[config.mk]
export PLATFORM = sky130hd
export DESIGN_NAME = serial_add_arb
export DESIGN_NICKNAME = d
export VERILOG_FILES = /design/src/rtl/serial_add_arb.sv
export SDC_FILE = /design/constraint.sdc
export NUM_CORES = 1
export LEC_CHECK = 0
export ABC_AREA = 1
export CAP_MARGIN = 20
export CORE_MARGIN = 8
export CORE_UTILIZATION = 48
export CTS_CLUSTER_DIAMETER = 50
export CTS_CLUSTER_SIZE = 16
export DETAILED_ROUTE_END_ITERATION = 16
export GPL_TIMING_DRIVEN = 0
export PLACE_DENSITY = 0.81
export SETUP_SLACK_MARGIN = 0.4
export SYNTH_ARGS = -nofsm -noshare
export SYNTH_HDL_FRONTEND = slang
export SYNTH_SLANG_ARGS = --single-unit
[constraint.sdc]
create_clock -name clk -period 1.5 [get_ports clk]
set_clock_uncertainty 0.15 [all_clocks]
set_input_delay 0.3 -clock clk [delete_from_list [all_inputs] [get_ports clk]]
set_output_delay 0.3 -clock clk [all_outputs]
set_load 0.01 [all_outputs]
[src/rtl/serial_add_arb.sv]
// serial_add_arb: two-requester, round-robin-arbitrated bit-serial adder.
// A single full-adder cell (two chained half adders) is shared by both
// requesters and is stepped LSB-first over WIDTH cycles per operation.
module serial_add_arb #(
  parameter int WIDTH = 8
) (
  input  logic             clk,
  input  logic             rst_n,
  input  logic             req0,
  input  logic [WIDTH-1:0] a0,
  input  logic [WIDTH-1:0] b0,
  input  logic             req1,
  input  logic [WIDTH-1:0] a1,
  input  logic [WIDTH-1:0] b1,
  output logic             gnt0,
  output logic             gnt1,
  output logic             busy,
  output logic             done,
  output logic             done_id,
  output logic [WIDTH-1:0] sum,
  output logic             cout
);

  localparam int CW = (WIDTH > 1) ? $clog2(WIDTH) : 1;
  localparam logic [CW-1:0] LAST_BIT = CW'(WIDTH - 1);

  typedef enum logic [1:0] {
    S_IDLE = 2'd0,
    S_RUN  = 2'd1,
    S_DONE = 2'd2
  } state_t;

  state_t           r_state;
  state_t           w_next;

  logic             r_last;
  logic [WIDTH-1:0] r_a;
  logic [WIDTH-1:0] r_b;
  logic [WIDTH-1:0] r_res;
  logic             r_c;
  logic [CW-1:0]    r_cnt;
  logic             r_gnt0;
  logic             r_gnt1;
  logic             r_done;
  logic             r_done_id;
  logic [WIDTH-1:0] r_sum;
  logic             r_cout;

  logic             w_any;
  logic             w_win;
  logic             w_last_bit;
  logic             w_ha1_s;
  logic             w_ha1_c;
  logic             w_s;
  logic             w_ha2_c;
  logic             w_cn;

  // Round-robin: on a tie the requester that was not served last wins;
  // a lone request wins regardless of history.
  assign w_any      = req0 | req1;
  assign w_win      = (req0 & req1) ? ~r_last : req1;
  assign w_last_bit = (r_cnt == LAST_BIT);

  // Shared full-adder cell built from two half adders.
  assign w_ha1_s = r_a[0] ^ r_b[0];
  assign w_ha1_c = r_a[0] & r_b[0];
  assign w_s     = w_ha1_s ^ r_c;
  assign w_ha2_c = w_ha1_s & r_c;
  assign w_cn    = w_ha1_c | w_ha2_c;

  // State register.
  always_ff @(posedge clk) begin
    if (!rst_n) begin
      r_state <= S_IDLE;
    end else begin
      r_state <= w_next;
    end
  end

  // Next-state logic: IDLE -> RUN on any request, RUN -> DONE after the
  // last bit, DONE always returns to IDLE.
  always_comb begin
    w_next = r_state;
    unique case (r_state)
      S_IDLE:  if (w_any) w_next = S_RUN;
      S_RUN:   if (w_last_bit) w_next = S_DONE;
      S_DONE:  w_next = S_IDLE;
      default: w_next = S_IDLE;
    endcase
  end

  // Output decode from state.
  always_comb begin
    busy = (r_state != S_IDLE);
  end

  // Operand capture, serial datapath and registered status outputs.
  always_ff @(posedge clk) begin
    if (!rst_n) begin
      r_last    <= 1'b1;
      r_a       <= '0;
      r_b       <= '0;
      r_res     <= '0;
      r_c       <= 1'b0;
      r_cnt     <= '0;
      r_gnt0    <= 1'b0;
      r_gnt1    <= 1'b0;
      r_done    <= 1'b0;
      r_done_id <= 1'b0;
      r_sum     <= '0;
      r_cout    <= 1'b0;
    end else begin
      r_gnt0 <= 1'b0;
      r_gnt1 <= 1'b0;
      r_done <= 1'b0;
      unique case (r_state)
        S_IDLE: begin
          if (w_any) begin
            r_a       <= w_win ? a1 : a0;
            r_b       <= w_win ? b1 : b0;
            r_res     <= '0;
            r_c       <= 1'b0;
            r_cnt     <= '0;
            r_last    <= w_win;
            r_done_id <= w_win;
            r_gnt0    <= ~w_win;
            r_gnt1    <= w_win;
          end
        end
        S_RUN: begin
          r_a   <= r_a >> 1;
          r_b   <= r_b >> 1;
          r_res <= {w_s, r_res[WIDTH-1:1]};
          r_c   <= w_cn;
          r_cnt <= r_cnt + CW'(1);
          if (w_last_bit) begin
            // Final bit: publish the completed result together with the
            // carry out of the MSB.
            r_sum  <= {w_s, r_res[WIDTH-1:1]};
            r_cout <= w_cn;
            r_done <= 1'b1;
          end
        end
        default: begin
        end
      endcase
    end
  end

  assign gnt0    = r_gnt0;
  assign gnt1    = r_gnt1;
  assign done    = r_done;
  assign done_id = r_done_id;
  assign sum     = r_sum;
  assign cout    = r_cout;

endmodule
==> flow_summary_export.csv <==
group,metric,value,unit
outcome,status,"finished clean",
clock_network,cts_root_buf,"clkbuf_8",
sta,setup-tns-final,0,ns
logic_synthesis,synthCells,262,
clock_network,clkSlewWorstSetupHoldPaths,0.09,ns
cells_and_area,stdcell_count,388,
pwr,p_clk_frac,0.333,
cells_and_area,num_antenna_cells,0,
pwr,p_total,2.864,mW
placement,place_congestion,0.8181,
sta,hold_viol_final,0,
pwr,p_sw_frac,0.2764,
floorplan,io_pins,50,
sta,rsz0062_at_grt,"true",
worst_setup_path,crit_family,"buffers and inverters",
placement,portBuffers,49,
routing,drt_iter0_drc,183,
sta,drv_slew,0,
sta,max_slew.worst_pin.slew,0.3120,ns
worst_setup_path,startpoint_type,"register",
sta,timing.hold.ws,0.3122,ns
logic_synthesis,ys_ff_latch,43,
logic_synthesis,yosys.cell_types.count,26,
routing,post-route-drc-count,0,
logic_synthesis,avgSynthCellArea,7.541,µm²
worst_setup_path,critPathKind,"register to register",
grt,grt_util_all_layers,0.2056,
pwr,p_int,2.073,mW
worst_setup_path,crit_buf_inv,4,
sta,setup_viol,0,
sta,timing.fmax,717.9,MHz
grt,grt_start_max_net_pins,14,
worst_setup_path,critPathMostFrequentCell,"nand2_1",
pwr,power_leakage,1.412,nW
routing,wirelength,6.664,mm
sta,maxSlewHeadroom,0.7920,
cells_and_area,utilization,0.8009,
routing,num_vias,2140,
placement,dpl_cell_area,0.002574,mm²
floorplan,rows,23,
clock_network,clk_path_buf_depth,2,
placement,dp_cells,361,
cells_and_area,area_growth,60.99,%
run,cap_violations,0,
routing,ant_nets,0,
floorplan,initial_core_util,0.4975,
clock_network,tritoncts,"built",
pwr,pwr-share-comb,0.226,
pwr,peakVddDrop,0.8176,mV
grt,grt_pass1_wl,10.38,mm
logic_synthesis,ys_seq_area_frac,0.4357,
sta,setup_slack,0.1071,ns
floorplan,core,0.003971,mm²
pwr,power_density,900.5,mW/mm²
clock_network,clock_tree.htree_level_count,2,
placement,place_ws,-0.3967,ns
worst_setup_path,crit_path_end_kind,"register",
clock_network,cts_buffers,5,
floorplan,die-width,80.16,µm
worst_setup_path,crit_chain,"buf_6 -> nand2_8 -> inv_8 -> buf_12 -> nand3_4 -> clkinvlp_4 -> nand2_1 -> nand2_1",
cells_and_area,multiInputGateArea,0.001172,mm²
clock_network,cts_sinks,43,
cells_and_area,final_net_count,376,
sta,min_period,1.393,ns
grt,antenna_found_initial,0,
routing,routedWlPerCell,17.18,µm
worst_hold_path,hp-class,"register to register",
sta,layout_worst_path_cycle_share,0.9286,
cells_and_area,fillers,247,
worst_setup_path,cp.arrival,1.45,ns
logic_synthesis,syn-cell-area,0.001976,mm²
cells_and_area,finalInstanceArea,0.003181,mm²
worst_setup_path,crit_fanout,7,
grt,gr-total-overflow,0,
cells_and_area,regArea,888.4,µm²
cells_and_area,layout-drive-gt1-share,0.4201,
placement,hpwl,3.635,mm
worst_setup_path,worst_path_largest_cell_delay,0.37,ns
grt,grt_pass1_vias,2074,
clock_network,clock_latency,0.31,ns
worst_setup_path,cp.required,1.55,ns
floorplan,die_h,80.16,µm
logic_synthesis,syn_nets,301,
logic_synthesis,ys_warn_count,0,
routing,viasPerCell,5.515,
routing,drt_first_pass_iters,4,
worst_setup_path,slowest_stage,"dfxtp_4",
pwr,p_switching,791.5,µW
floorplan,die_area,0.006425,mm²
pwr,seqPwrFrac,0.442,
-- state kept, by name, indices dropped and copies added, names as in the netlist --
| signal | count |
|---|---|
| gnt0 | 1 |
| done | 1 |
| r_b | 8 |
| r_state | 2 |
| r_a | 8 |
| gnt1 | 1 |
| r_last | 1 |
| done_id | 1 |
| r_cnt | 3 |
| sum | 8 |
| r_res | 7 |
| cout | 1 |
| r_c | 1 |
-- path summary, 6_finish.rpt --
check                                             start             endpoint  slack [ns]  cells past startpoint
worst min-delay path              r_res[4]$_SDFFE_PN0P_  sum[3]$_SDFFE_PN0P_        0.31                      2
worst min register to register    r_res[4]$_SDFFE_PN0P_  sum[3]$_SDFFE_PN0P_        0.31                      2
worst max register to register  r_state[0]$_SDFFE_PN0P_    cout$_SDFFE_PN0P_        0.11                      8
worst max-delay path            r_state[0]$_SDFFE_PN0P_    cout$_SDFFE_PN0P_        0.11                      8
-- cell usage after synthesis (all sizes together) --
cell type | number | area (µm²)
nor2 | 7 | 51.30
o21a | 1 | 7.510
nor3b | 1 | 7.510
fa | 1 | 20.02
nand4 | 14 | 87.58
nand3b | 2 | 15.01
a21oi | 14 | 70.07
nand3 | 55 | 275.3
clkbuf | 4 | 38.79
ha | 2 | 25.02
inv | 12 | 45.04
o21ai | 1 | 5.000
nand2 | 92 | 362.8
nor3 | 1 | 5.000
buf | 12 | 98.84
dfxtp | 43 | 860.8
-- logic make-up after synthesis --
| kind of cell | after synthesis | share of synthesized area |
|---|---|---|
| buffers and inverters | 28 | 0.09246 |
| DFF | 43 | 0.4357 |
| and+or+nand+nor | 172 | 0.4072 |
| adders and majority gates | 3 | 0.02280 |
| AOI/OAI and AO/OA | 16 | 0.04180 |
-- placed cells by master, fill, tap and decap left out, drive strengths merged --
cell type | Yosys | routed
nand2 | 92 | 92
nand3 | 55 | 55
buf | 12 | 44
dfxtp | 43 | 43
clkdlybuf4s50 | 0 | 32
nand4 | 14 | 14
a21oi | 14 | 14
inv | 12 | 11
clkbuf | 4 | 10
nor2 | 7 | 7
clkinvlp | 0 | 2
nand3b | 2 | 2
ha | 2 | 2
dlygate4sd2 | 0 | 2
o21a | 1 | 1
nor3 | 1 | 1
nor3b | 1 | 1
o21ai | 1 | 1
fa | 1 | 1
bufinv | 0 | 1
clkinv | 0 | 1
clkdlybuf4s15 | 0 | 1
-- power groups by stage --
| stage | registers (mW) | logic, mW | clock network (mW) |
|---|---|---|---|
| 2_1_floorplan | 1.27 | 0.278 | 0 |
| 5_1_grt | 1.27 | 0.689 | 1.01 |
| 3_3_place_gp | 1.27 | 0.448 | 0 |
| 6_report | 1.27 | 0.646 | 0.953 |
| 3_5_place_dp | 1.28 | 0.453 | 0 |
| 4_1_cts | 1.26 | 0.577 | 0.952 |
-- layout make-up --
| cell class | count | area share |
|---|---|---|
| Multi-Input combinational cell | 191 | 0.3686 |
| Inverter | 12 | 0.01928 |
| Clock buffer | 6 | 0.02596 |
| Clock inverter | 2 | 0.01101 |
| Tap cell | 50 | 0.01967 |
| Timing Repair inverter | 1 | 0.002360 |
| Buffer | 16 | 0.05586 |
| Sequential cell | 43 | 0.2793 |
| Timing Repair Buffer | 67 | 0.2179 |
-- per-layer routing --
metal | vias up | track usage | wire length [µm]
met3 | 7 | 0.05692 | 406
met5 | - | 0 | 0
met4 | 0 | 0.08182 | 80
met1 | 1032 | 0.2440 | 2770
met2 | 82 | 0.3411 | 3406
li1 | 1019 | - | -
-- worst register-to-register path, stage by stage, from the launching register on --
cell and delay, ns:
dfxtp_4 0.37, buf_6 0.12, nand2_8 0.07, inv_8 0.05, buf_12 0.14, nand3_4 0.10, clkinvlp_4 0.14, nand2_1 0.10
nand2_1 0.05
-- repair_timing --
| item | 4_1_cts | 5_1_grt |
|---|---|---|
| hold endpoints to repair | 0 | 0 |
| resized for setup | 140 | 34 |
| buffers inserted | 10 | 4 |
| hold buffers | 0 | 0 |
| cloned | 5 | 0 |
| endpoints found under the setup margin | 56 | 57 |
| pin swaps | 14 | 11 |
(Power assumes the default switching activity.)
